File: src/rtl/ch_unit_pkg.sv
// ch_unit_pkg: sampler/detector state types and CAN bus levels shared across ch_unit
package ch_unit_pkg;
    typedef enum logic [1:0] {S_IDLE, S_S1, S_S2} sample_t;
    typedef enum logic [1:0] {HUNT, FLAG, DELIM} detect_t;
    localparam logic DOMINANT = 1'b0;
    localparam logic RECESSIVE = 1'b1;
endpackage

File: src/rtl/can_error_frame_monitor_if.sv
// can_error_frame_monitor_if: RX sample inputs and error-frame status outputs of the monitor
interface can_error_frame_monitor_if #(parameter int CNT_W = 8);
    logic dIn, samplePulse, rateSelector, clearCount;
    logic bitValid, bitValue, errorFrame, flagStart, flagEnd;
    logic [CNT_W-1:0] errorCount;
    modport master(
        output dIn, samplePulse, rateSelector, clearCount,
        input bitValid, bitValue, errorFrame, flagStart, flagEnd, errorCount
    );
    modport slave(
        input dIn, samplePulse, rateSelector, clearCount,
        output bitValid, bitValue, errorFrame, flagStart, flagEnd, errorCount
    );
endinterface

File: src/rtl/can_bit_sampler.sv
// can_bit_sampler: resolves one bit per bit time from 1 sample or a 2-of-3 majority vote
module can_bit_sampler
    import ch_unit_pkg::*;
(
    input  logic clk,
    input  logic reset,
    input  logic samplePulse,
    input  logic dIn,
    input  logic rateSelector,
    output logic bitValid,
    output logic bitValue
);
    sample_t st;
    logic s0, s1;
    // Mode is implied by the state: only 3-sample bits ever leave S_IDLE
    always_ff @(posedge clk) begin
        if (reset) begin
            st <= S_IDLE;
            s0 <= 1'b0;
            s1 <= 1'b0;
            bitValid <= 1'b0;
            bitValue <= 1'b0;
        end else begin
            bitValid <= 1'b0;
            if (samplePulse) begin
                case (st)
                    S_IDLE: begin
                        if (rateSelector) begin
                            s0 <= dIn;
                            st <= S_S1;
                        end else begin
                            bitValue <= dIn;
                            bitValid <= 1'b1;
                        end
                    end
                    S_S1: begin
                        s1 <= dIn;
                        st <= S_S2;
                    end
                    S_S2: begin
                        bitValue <= (s0 & s1) | (s0 & dIn) | (s1 & dIn);
                        bitValid <= 1'b1;
                        st <= S_IDLE;
                    end
                    default: st <= S_IDLE;
                endcase
            end
        end
    end
endmodule

File: src/rtl/can_error_frame_monitor.sv
// can_error_frame_monitor: detects active error flags and delimiters on resolved CAN bits
module can_error_frame_monitor
    import ch_unit_pkg::*;
#(
    parameter int DOM_THRESH = 6,
    parameter int DELIM_LEN = 8,
    parameter int CNT_W = 8
) (
    input logic clk,
    input logic reset,
    can_error_frame_monitor_if.slave bus
);
    localparam logic [3:0] DT = 4'(DOM_THRESH);
    localparam logic [3:0] DL = 4'(DELIM_LEN);
    detect_t st;
    logic [3:0] rc;
    logic fs, fe;
    logic [CNT_W-1:0] cnt;
    can_bit_sampler u_sampler (
        .clk(clk),
        .reset(reset),
        .samplePulse(bus.samplePulse),
        .dIn(bus.dIn),
        .rateSelector(bus.rateSelector),
        .bitValid(bus.bitValid),
        .bitValue(bus.bitValue)
    );
    always_ff @(posedge clk) begin
        if (reset) begin
            st <= HUNT;
            rc <= '0;
            fs <= 1'b0;
            fe <= 1'b0;
        end else begin
            fs <= 1'b0;
            fe <= 1'b0;
            if (bus.bitValid) begin
                case (st)
                    HUNT: begin
                        if (bus.bitValue == DOMINANT) begin
                            if (rc + 4'd1 == DT) begin
                                st <= FLAG;
                                rc <= '0;
                                fs <= 1'b1;
                            end else begin
                                rc <= rc + 4'd1;
                            end
                        end else begin
                            rc <= '0;
                        end
                    end
                    FLAG: begin
                        if (bus.bitValue == RECESSIVE) begin
                            st <= DELIM;
                            rc <= 4'd1;
                        end
                    end
                    DELIM: begin
                        if (bus.bitValue == RECESSIVE) begin
                            if (rc + 4'd1 == DL) begin
                                st <= HUNT;
                                rc <= '0;
                                fe <= 1'b1;
                            end else begin
                                rc <= rc + 4'd1;
                            end
                        end else begin
                            // dominant inside the delimiter is a superposed/overload flag, not a new frame
                            st <= FLAG;
                            rc <= '0;
                        end
                    end
                    default: begin
                        st <= HUNT;
                        rc <= '0;
                    end
                endcase
            end
        end
    end
    always_ff @(posedge clk) begin
        if (reset) cnt <= '0;
        else if (bus.clearCount) cnt <= CNT_W'(fs);
        else if (fs && !(&cnt)) cnt <= cnt + CNT_W'(1);
    end
    assign bus.errorFrame = (st != HUNT);
    assign bus.flagStart = fs;
    assign bus.flagEnd = fe;
    assign bus.errorCount = cnt;
endmodule

File: src/flat_wrapper.sv
// flat-port wrapper written by rule: the top's interface ports become plain ports
module can_error_frame_monitor_flat import ch_unit_pkg::*;
#(
    parameter int DOM_THRESH = 6,
    parameter int DELIM_LEN = 8,
    parameter int CNT_W = 8
)
  (clk, reset, bus_dIn, bus_samplePulse, bus_rateSelector, bus_clearCount, bus_bitValid, bus_bitValue, bus_errorFrame, bus_flagStart, bus_flagEnd, bus_errorCount);
  can_error_frame_monitor_if #(.CNT_W(CNT_W)) bus_i ();
  input logic clk;
  input logic reset;
  input wire logic [$bits(bus_i.dIn)-1:0] bus_dIn;
  input wire logic [$bits(bus_i.samplePulse)-1:0] bus_samplePulse;
  input wire logic [$bits(bus_i.rateSelector)-1:0] bus_rateSelector;
  input wire logic [$bits(bus_i.clearCount)-1:0] bus_clearCount;
  output wire logic [$bits(bus_i.bitValid)-1:0] bus_bitValid;
  output wire logic [$bits(bus_i.bitValue)-1:0] bus_bitValue;
  output wire logic [$bits(bus_i.errorFrame)-1:0] bus_errorFrame;
  output wire logic [$bits(bus_i.flagStart)-1:0] bus_flagStart;
  output wire logic [$bits(bus_i.flagEnd)-1:0] bus_flagEnd;
  output wire logic [$bits(bus_i.errorCount)-1:0] bus_errorCount;
  assign bus_i.dIn = bus_dIn;
  assign bus_i.samplePulse = bus_samplePulse;
  assign bus_i.rateSelector = bus_rateSelector;
  assign bus_i.clearCount = bus_clearCount;
  assign bus_bitValid = bus_i.bitValid;
  assign bus_bitValue = bus_i.bitValue;
  assign bus_errorFrame = bus_i.errorFrame;
  assign bus_flagStart = bus_i.flagStart;
  assign bus_flagEnd = bus_i.flagEnd;
  assign bus_errorCount = bus_i.errorCount;
  can_error_frame_monitor #(.DOM_THRESH(DOM_THRESH), .DELIM_LEN(DELIM_LEN), .CNT_W(CNT_W)) u_core (.clk(clk), .reset(reset), .bus(bus_i));
endmodule
File: config.mk
export PLATFORM = sky130hd
export DESIGN_NAME = can_error_frame_monitor_flat
export DESIGN_NICKNAME = d
export VERILOG_FILES = /design/src/rtl/ch_unit_pkg.sv /design/src/rtl/can_error_frame_monitor_if.sv /design/src/rtl/can_bit_sampler.sv /design/src/rtl/can_error_frame_monitor.sv /design/src/flat_wrapper.sv
export SDC_FILE = /design/constraint.sdc
export NUM_CORES = 1
export LEC_CHECK = 0
export CORE_ASPECT_RATIO = 1.1
export CORE_MARGIN = 2
export CORE_UTILIZATION = 51
export CTS_CLUSTER_DIAMETER = 150
export DETAILED_ROUTE_END_ITERATION = 8
export PLACE_DENSITY = 0.76
export SLEW_MARGIN = 10
export SYNTH_ARGS = -nofsm -noshare
export SYNTH_HDL_FRONTEND = slang
export SYNTH_SLANG_ARGS = --single-unit
File: constraint.sdc
create_clock -name clk -period 2.6 [get_ports clk]
set_input_delay 0.52 -clock clk [delete_from_list [all_inputs] [get_ports clk]]
set_output_delay 0.52 -clock clk [all_outputs]
set_load 0.02 [all_outputs]
# After elaboration in Yosys (flattened, before gate mapping)
# Cells that the tools add are included.
word_totals:
  inputBits: 6
  wordCells: 75
  out_inout_bits: 13
  regBits: 22
op_classes:
  mux: 22
  eq_ne: 12
  reduce_logical: 18
  n_bitwise: 10
  addsub: 2
op_table:
  columns: ["operator", "n"]
  rows:
  - ["two-way mux 4 bit", 5]
  - ["two-way mux 2 bit", 6]
  - ["one-hot mux 4 bit (3 select lines)", 1]
  - ["adder 8 x 1 -> 8 bit, second input constant", 1]
  - ["inequality test 2 bit, second input constant", 4]
  - ["AND reduction 8 bit", 1]
  - ["OR reduction 4 bit", 2]
  - ["two-way mux 1 bit", 6]
  - ["one-hot mux 2 bit (3 select lines)", 1]
  - ["AND reduction 2 bit", 3]
  - ["AND reduction 3 bit", 2]
  - ["nonzero test 2 bit", 3]
  - ["inverter 1 bit", 5]
  - ["AND reduction 5 bit", 1]
  - ["adder 4 x 1 -> 4 bit, second input constant", 1]
  - ["equality test 2 x 1 -> 1 bit, second input constant", 2]
  - ["equality test 2 bit, second input constant", 2]
  - ["equality test 4 x 3 -> 1 bit, second input constant", 1]
  - ["equality test 4 bit, second input constant", 1]
  - ["zero test 2 bit", 2]
  - ["one-hot mux 1 bit (2 select lines)", 2]
  - ["one-hot mux 2 bit (2 select lines)", 1]
  - ["OR reduction 2 bit", 2]
  - ["AND 1 bit", 3]
  - ["other kinds (5)", 6]

# Depth between registers and ports, before layout
# Gate-level depths: netlist of run 1.
depth:
  depth_word: 5
  ltp_mapped: 7
  mapped_depth_nobuf: 7

# Hierarchy
# From an unflattened synthesis of run 1, not the netlist that was laid out.
hier_totals:
  cells_unflattened: 139
  hier_area_um2: 1157.4
by_module_without_submodules:
  columns: ["module", "area_per_inst_um2", "cells_per_inst", "n_inst", "seq_area_each_um2"]
  rows:
  - ["can_error_frame_monitor", 909.6, 113, 1, 320.3]
  - ["can_bit_sampler", 247.7, 26, 1, 120.1]

# Worst setup path after synthesis of run 1
# Ideal clock, no wire load.
synth_timing:
  path_kind: "register to register"
  startpoint: "reg u_core.cnt[0] (netlist: u_core.bus.errorCount[0])"
  endpoint: "reg u_core.cnt[7] (netlist: u_core.bus.errorCount[7])"
  t_arrival_ps: 1478
  setup_time_ps: 122
  path_slack_ps: 1000
  stages_incl_launch_ff: 7
  n_path_buf: 0
  period_less_slack_ps: 1600
  t_required_ps: 2478
  path_cell_list: "dfxtp_1 > ha_1 > and4_1 > a211oi_2 > nand4_1 > xor2_1 > nor2_1"
synth_between:
  elab_chain_len: 3
  word_cells_on_any_way: 4
  cone_classes: "1 x add/sub; 3 x reduce/logical"
synth_lines:
  columns: ["element", "line", "source"]
  rows:
  - ["from (decl)", "can_error_frame_monitor.sv:18", "logic [CNT_W-1:0] cnt;"]
  - ["from (signal assigned)", "can_error_frame_monitor.sv:83", "else if (bus.clearCount) cnt <= CNT_W'(fs);"]
  - ["from (signal assigned)", "can_error_frame_monitor.sv:84", "else if (fs && !(&cnt)) cnt <= cnt + CNT_W'(1);"]
  - ["branches (longest 3 deep; another with adder 8 x 1 -> 8 bit)", null, null]
# Parallel ways; which one is timed is not known.
# A chain may end at the register's enable or synchronous reset.

# Final worst setup path of run 1
layout_timing:
  startpoint: "reg u_core.st[0]"
  endpoint: "out bus_errorFrame"
layout_between:
  elab_chain_len: 1
layout_lines:
  columns: ["element", "line", "source"]
  rows:
  - ["from (decl)", "can_error_frame_monitor.sv:15", "detect_t st;"]
  - ["from (signal assigned)", "can_error_frame_monitor.sv:30", "st <= HUNT;"]
  - ["from (signal assigned)", "can_error_frame_monitor.sv:42", "st <= FLAG;"]
  - ["from (signal assigned)", "can_error_frame_monitor.sv:54", "st <= DELIM;"]
  - ["nonzero test 2 bit", "can_error_frame_monitor.sv:86", "assign bus.errorFrame = (st != HUNT);"]
  - ["to (decl)", "flat_wrapper.sv:18", "output wire logic [$bits(bus_i.errorFrame)-1:0] bus_errorFrame;"]
# Every way passes these cells.

==> flow_summary.ini, run 1 <==
[status]
status = completed

[power_and_ir_drop]
leakage_uw = 0.0005197
p_per_area_nw_per_um2 = 450.5
total_power_uw = 657.3
peakVddDrop_uv = 348.8

[floorplan]
dieArea_um2 = 2813
ios = 19
core_area_um2 = 2252
rows = 18
start_util_pct = 54.44
die_w_um = 50.75
die_h_um = 55.43

[setup_path]
crit_path_end = bus_errorFrame
max_stage_delay_ps = 600
crit_start = u_core.st[0]
rr_endpoint = u_core.rc[1]
rr_worst_depth = 6
path_depth = 3
crit_buf_inv = 2
cp_cell_sequence = nor2_1, inv_1, clkdlybuf4s50_1
cpMaxStageDelayCell = clkdlybuf4s50_1
path_max_fanout = 9
cp-end-kind = output pin
required_ps = 2080
r2r-start = u_core.rc[0]
cp.arrival_ps = 1630
reg2reg_slack_ps = 810
start_kind = register
crit_family = buffers and inverters
path_class = register to output pin

[route]
dr.pass1.iters = 4
routed_wl_um = 2434
ant_nets = 0
drt_iter0_drc = 22
routedWlPerCell_um = 12.68
viasPerCell = 5.682
vias = 1091
drc = 0

[grt]
grt_max_degree = 14
grt_pass1_vias = 953
grt_use_met2_pct = 30.45
top_usage_layer = met2
antenna_found_initial = 0
global_route.usage.total_pct = 18.92
grt_first_pass_wirelength_um = 4229
grt_use_met3_pct = 3.243
grt_use_met1_pct = 26.02
overflow = 0

[yosys]
yosysMostFrequentCell = dfxtp_1
synthArstFlopShare_pct = 0
yosysTopAreaCellShare_pct = 35.92
synth_nets = 157
yosys_most_used_dff = dfxtp_1
muxShareOfSynthArea_pct = 2.857
synth_top_family_by_area = simple AND/OR/NAND/NOR gates
synth-adder-area-share_pct = 4.082
synth_compound_area_share_pct = 21.33
synth_edf_count = 0
ys_seq_elements = 22
synth_warnings = 0
synthSimpleGateAreaFrac_pct = 26.12
ys_seq_area_share_pct = 35.92
synth_commonest_cells = dfxtp_1 (22), a21oi_1 (15), nand2_1 (14), nor2_1 (14), nand3_1 (9)
synth_xor_area_share_pct = 3.571
synth_cell_types = 45
synthCells = 147
synth_area_leaders = dfxtp_1 (36%), a21oi_1 (6.1%), nand2_1 (4.3%), nor2_1 (4.3%), ha_1 (4.1%)
syn_avg_cell_area_um2 = 8.341
synth_top_area_cell = dfxtp_1
netlist_area_um2 = 1226

[clock_tree]
path_clk_slew_ps = 130
clk_path_buf_depth = 2
cts_tree = done
post_cts_buffers = 0
cts_resized = 0
clock-root-buffer = clkbuf_4
cts_max_level = 1
cts_sinks = 22
cts_hold_buf = 0
clock_latency_ps = 300
numCtsBuffers = 3

[timing]
slew_violations = 0
fmax_mhz = 464.6
relSlewSlack_pct = 76.71
final.setup.tns_ps = 0
whs_ps = 481.1
setup_viol = 0
rsz0062_at_grt = false
fin_worst_skew_ps = 6.580
min_period_over_period_pct = 82.78
hold_violations = 0
worst_slew_pin_slew_ps = 348.9
post-route-min-period_ps = 2152

[cells_and_area]
fillers = 193
finish.instance_area_um2 = 1459
ff_latch_area_um2 = 440.4
post-route-util_pct = 64.78
nets = 173
multi_input_area_um2 = 710.7
layout-drive-gt1-share_pct = 11.11
antenna_cells = 0
area_delta_synth_final_pct = 18.98

[hold_path]
holdCritPathClass = register to register
hold_depth = 2

[run]
cap_viol_max_count = 0

[placed_design]
portBuffers = 18
placed_area_um2 = 1406
place_congestion = 0.8827
hpwlAfterDp_um = 1813
## routing by layer
| metal | vias to the layer above | routed length (um) | part of all wire [%] |
|---|---|---|---|
| li1 | 549 | - | - |
| met1 | 519 | 1162 | 48 |
| met2 | 21 | 1161 | 48 |
| met3 | 2 | 90 | 3.7 |
| met4 | 0 | 20 | 0.82 |
| met5 | - | 0 | 0 |
## layout by cell type, fill, tap and decap left out, types with 2 or more instances in the layout
cell type        synthesis  final
nor3_1                   5      5
nand2_1                 14     14
dfxtp_1                 22     22
a21o_1                   2      2
o21ai_0                  4      4
nand3_1                  9      9
nand2b_1                 4      4
xor2_1                   4      4
ha_1                     4      4
a31oi_1                  3      3
or2_2                    2      2
inv_1                    8      8
nor2_1                  14     14
a21oi_1                 15     15
clkbuf_4                 0      3
mux2i_1                  2      2
clkdlybuf4s50_1          0     18
nor2b_1                  2      2
and4_1                   2      2
## worst min path at each step
stage,from,to,slack [ps]
floorplan,u_core.u_sampler.s1,u_core.u_sampler.s1,440
global placement,u_core.u_sampler.s1,u_core.u_sampler.s1,470
detailed placement,u_core.u_sampler.s1,u_core.u_sampler.s1,460
CTS,u_core.u_sampler.s1,u_core.u_sampler.s1,480
global route,u_core.u_sampler.s1,u_core.u_sampler.s1,500
finish,u_core.u_sampler.s1,u_core.u_sampler.s1,480
## power by group
group | internal, uW | total (uW) | switching, uW | leakage [uW]
clock network | 156 | 264 | 108 | 0.0000279
registers | 342 | 349 | 7.51 | 0.000178
logic | 21.3 | 44.2 | 22.9 | 0.000314
total | 519 | 657 | 138 | 0.000520
## metrics by stage
stage	setup WS, ps	std cells
3_3_place_gp	790.7	188
6_report	447.7	192
5_1_grt	335.9	192
2_1_floorplan	999.8	147
3_5_place_dp	790.0	188
4_1_cts	439.5	192
## state kept, by name, indices dropped and copies added (netlist names), 2 cells and up
register,count
u_core.bus.errorCount,8
u_core.rc,4
u_core.st,2
u_core.u_sampler.st,2
## worst min-delay path, stage by stage, from the launching register on
cell	delay [ps]
dfxtp_1	350
nand2_1	50
a21oi_1	50
## cell type report
class / count / share of cell area (%)
Inverter: 8 / 2.058
Clock inverter: 1 / 2.058
Clock buffer: 3 / 1.544
Timing Repair Buffer: 19 / 12.86
Sequential cell: 22 / 30.19
Tap cell: 30 / 2.573
Multi-Input combinational cell: 109 / 48.71
## cell families (layout without fill, tap and decap cells)
family,Yosys count,count (layout)
mux,3,3
xor+xnor,5,5
flops,22,22
buf+inv,16,31
fa+ha+maj,4,4
simple gates,61,61
compound gates,36,36
Note: power is estimated with default switching activity, not from simulation.
==> inputs of run 2 (changes only) <==
- clock period: 2.6 -> 2.22 ns (I/O delays scaled with it)
==> run 2 against run 1 <==
Against the previous run: clock power is 14% higher; total power is 16% higher; sequential share of layout area stayed put; critical path depth stayed put; die area stayed put; combinational power is 16% higher; highest routed layer unchanged.
==> flow_summary.ini, run 2 (synthesis results as in run 1) <==
[status]
status = completed

[timing]
post-route-min-period_ps = 2043
rsz0062_at_grt = false
setup_viol = 0
relSlewSlack_pct = 76.39
worst_slew_pin_slew_ps = 350.4
slew_violations = 0
min_period_over_period_pct = 92.01
hold_violations = 0
final.setup.tns_ps = 0
fin_worst_skew_ps = 3.593
fmax_mhz = 489.6

[run]
cap_viol_max_count = 0

[clock_tree]
cts_hold_buf = 0
clk_path_buf_depth = 2
cts_tree = done
path_clk_slew_ps = 120
cts_resized = 0
clock-root-buffer = clkbuf_4
numCtsBuffers = 3
post_cts_buffers = 0
cts_max_level = 1
cts_sinks = 22
clock_latency_ps = 300

[cells_and_area]
mostFrequentLayoutCell = dfxtp_1
post-route-util_pct = 64.78
multi_input_area_um2 = 710.7
largest_reg_flops = 8
fillers = 193
antenna_cells = 0
layout-drive-gt1-share_pct = 11.11
ff_latch_area_um2 = 440.4
final_cell_mix = dfxtp_1 (22), clkdlybuf4s50_1 (18), a21oi_1 (15)
nets = 173
area_delta_synth_final_pct = 18.98

[hold_path]
hold_depth = 2
min_to = u_core.u_sampler.s1
holdCritPathClass = register to register
min-delay-start = u_core.u_sampler.s1

[route]
routed_wl_um = 2440
viasPerCell = 5.578
drc = 0
vias = 1071
routedWlPerCell_um = 12.71
ant_nets = 0
drt_iter0_drc = 16
dr.pass1.iters = 4

[floorplan]
die_h_um = 55.43
dieArea_um2 = 2813
ios = 19
start_util_pct = 54.44
core_area_um2 = 2252
die_w_um = 50.75
rows = 18

[setup_path]
path_class = register to output pin
required_ps = 1780
max_stage_delay_ps = 600
rr_worst_depth = 6
path_max_fanout = 9
r2r-start = u_core.rc[0]
reg2reg_slack_ps = 390
start_kind = register
cp_cell_sequence = nor2_1, inv_1, clkdlybuf4s50_1
cp-end-kind = output pin
cp.arrival_ps = 1600
crit_start = u_core.st[0]
rr_endpoint = u_core.rc[1]
cpMaxStageDelayCell = clkdlybuf4s50_1

[grt]
grt_max_degree = 14
global_route.usage.total_pct = 18.97
overflow = 0
grt_first_pass_wirelength_um = 4229
grt_pass1_vias = 965
antenna_found_initial = 0

[power_and_ir_drop]
peakVddDrop_uv = 506.0
leakage_uw = 0.0005197
p_per_area_nw_per_um2 = 521.8
total_power_uw = 761.3

[placed_design]
hpwlAfterDp_um = 1911
place_congestion = 0.7897
portBuffers = 18
-- run 2: per-layer routing --
layer / track usage, % / part of all wire (%)
met3: 3.243 / 2.5
met5: 0 / 0
met4: 5.019 / 0.49
met1: 26.15 / 48
met2: 30.45 / 49
-- run 2: how the worst max path moves through the flow --
stage	endpoint	slack, ps	depth (start not counted)
floorplan	u_core.bus.errorCount[7]	620	6
global placement	u_core.bus.flagEnd	470	6
detailed placement	u_core.rc[1]	450	6
CTS	bus_errorFrame	170	3
global route	bus_errorFrame	90	3
finish	bus_errorFrame	180	3
-- run 2: layout make-up --
class	count	share of cell area, %
repair buffers	19	12.86
clock buffers	3	1.544
multi-input cells	109	48.71
inverters	8	2.058
clock inverters	1	2.058
well taps	30	2.573
flip-flops and latches	22	30.19
-- run 2: report_power, final --
part,switching (uW),internal (uW)
Sequential,9.00,400
Clock,118,182
Combinational,26.3,24.8
-- run 2: critical path: cells and delay by family (launching register included) --
family | cells | cell delay (ps)
DFF | 1 | 510
and+or+nand+nor | 1 | 120
buffers and inverters | 2 | 670
-- run 2: metrics by stage --
step                      hold WS (ps)  instances  worst slack (ps)  instance area [um^2]
after floorplan                  444.6        147             619.8                  1226
after global placement           467.9        188             474.7                  1406
after detailed placement         477.5        188             452.2                  1406
after CTS                        494.9        192             169.9                  1459
after global routing             527.8        192             87.15                  1459
final                            496.8        192             177.4                  1459
==> inputs of run 3 (changes only) <==
- CORE_ASPECT_RATIO: 1.1 -> unset
==> run 3 against run 2 <==
Against the previous run: combinational power about the same; die area about the same; maximum frequency is 0.90% lower; via count decreased by 3.6%; total power decreased by 17%; non-clock buffer count unchanged; first-iteration DRC count rose by 13%; final cell count shrank 1.6%.
==> flow_summary.ini, run 3 (synthesis results as in run 1) <==
[cells_and_area]
largest_reg_flops = 8
nets = 173
post-route-util_pct = 63.87
mostFrequentLayoutCell = dfxtp_1
final_cell_mix = dfxtp_1 (22), clkdlybuf4s50_1 (18), a21oi_1 (15)
antenna_cells = 0
area_delta_synth_final_pct = 16.33
finish.instance_area_um2 = 1426
layout-drive-gt1-share_pct = 10.56
fillers = 202

[setup_path]
path_max_fanout = 9
required_ps = 1780
cpMaxStageDelayCell = clkdlybuf4s50_1
cp-end-kind = output pin
cp_cell_sequence = nor2_1, inv_1, clkdlybuf4s50_1
start_kind = register
max_stage_delay_ps = 600
path_class = register to output pin
cp.arrival_ps = 1620

[grt]
antenna_found_initial = 0
grt_first_pass_wirelength_um = 4015
grt_pass1_vias = 915
grt_max_degree = 13
overflow = 0
global_route.usage.total_pct = 19.16

[floorplan]
core_area_um2 = 2233
start_util_pct = 54.90
die_w_um = 53.04
dieArea_um2 = 2813
ios = 19
rows = 17
die_h_um = 53.04

[clock_tree]
cts_resized = 0
cts_sinks = 22
cts_tree = done
clock_latency_ps = 300
cts_hold_buf = 0
post_cts_buffers = 0
clk_path_buf_depth = 2
cts_max_level = 1
clock-root-buffer = clkbuf_4
numCtsBuffers = 3
path_clk_slew_ps = 110

[run]
cap_viol_max_count = 0

[timing]
rsz0062_at_grt = false
fmax_mhz = 485.1
setup_ws_ps = 158.8
worst_slew_pin_slew_ps = 413.2
final.setup.tns_ps = 0
fin_worst_skew_ps = 7.727
relSlewSlack_pct = 72.37
hold_violations = 0
min_period_over_period_pct = 92.85
slew_violations = 0
post-route-min-period_ps = 2061
setup_viol = 0

[placed_design]
hpwlAfterDp_um = 1810
place_ws_ps = 410.4
placed_area_um2 = 1404
place_congestion = 0.8368
portBuffers = 18

[route]
ant_nets = 0
routed_wl_um = 2333
drc = 0
dr.pass1.iters = 4
routedWlPerCell_um = 12.34
viasPerCell = 5.460
vias = 1032
drt_iter0_drc = 18

[power_and_ir_drop]
peakVddDrop_uv = 379.1
leakage_uw = 0.0005056
total_power_uw = 631.1
p_per_area_nw_per_um2 = 442.4

[status]
status = completed

[hold_path]
holdCritPathClass = register to register
[run 3: cell types whose count changed in the layout (fill, tap and decap cells not counted)]
| cell | change |
|---|---|
| bufinv_16 | -1 |
[run 3: final cells by class]
| class | instances | area (um^2) | share of cell area (%) |
|---|---|---|---|
| Tap cell | 28 | 35.03 | 2.456 |
| Timing Repair Buffer | 19 | 187.7 | 13.16 |
| Clock buffer | 3 | 22.52 | 1.579 |
| Multi-Input combinational cell | 109 | 710.7 | 49.82 |
| Inverter | 8 | 30.03 | 2.105 |
| Sequential cell | 22 | 440.4 | 30.88 |
[run 3: per-stage QoR]
stage	hold WS [ps]	cells
3_5_place_dp	465.5	186
4_1_cts	482.3	189
6_report	477.8	189
2_1_floorplan	444.6	147
5_1_grt	537.3	189
3_3_place_gp	455.1	186
[run 3: final timing paths]
| kind | startpoint | to | slack [ps] | cells after the start |
|---|---|---|---|---|
| setup reg to reg | u_core.rc[1] | u_core.rc[2] | 420 | 6 |
| hold reg to reg | u_core.u_sampler.s1 | u_core.u_sampler.s1 | 480 | 2 |
| hold / removal | u_core.u_sampler.s1 | u_core.u_sampler.s1 | 480 | 2 |
| setup / recovery | u_core.st[0] | bus_errorFrame | 160 | 3 |
[run 3: report_power, final]
part	switching, uW	internal, uW	leakage (uW)
Clock	108	63.2	0.0000138
Sequential	8.84	400	0.000178
Combinational	26.3	24.8	0.000314
[run 3: routing by layer]
layer / track usage [%] / up-vias / wire length, um
met5: 0 / - / 0
met4: 1.282 / 0 / 0
met3: 4.520 / 0 / 99
met2: 32.29 / 21 / 1093
met1: 25.92 / 467 / 1140
li1: - / 544 / -
[run 3: worst max-delay path, delay by kind of cell (launching register included)]
family,cells,cell delay (ps)
DFF,1,500
buffers and inverters,2,680
and+or+nand+nor,1,140
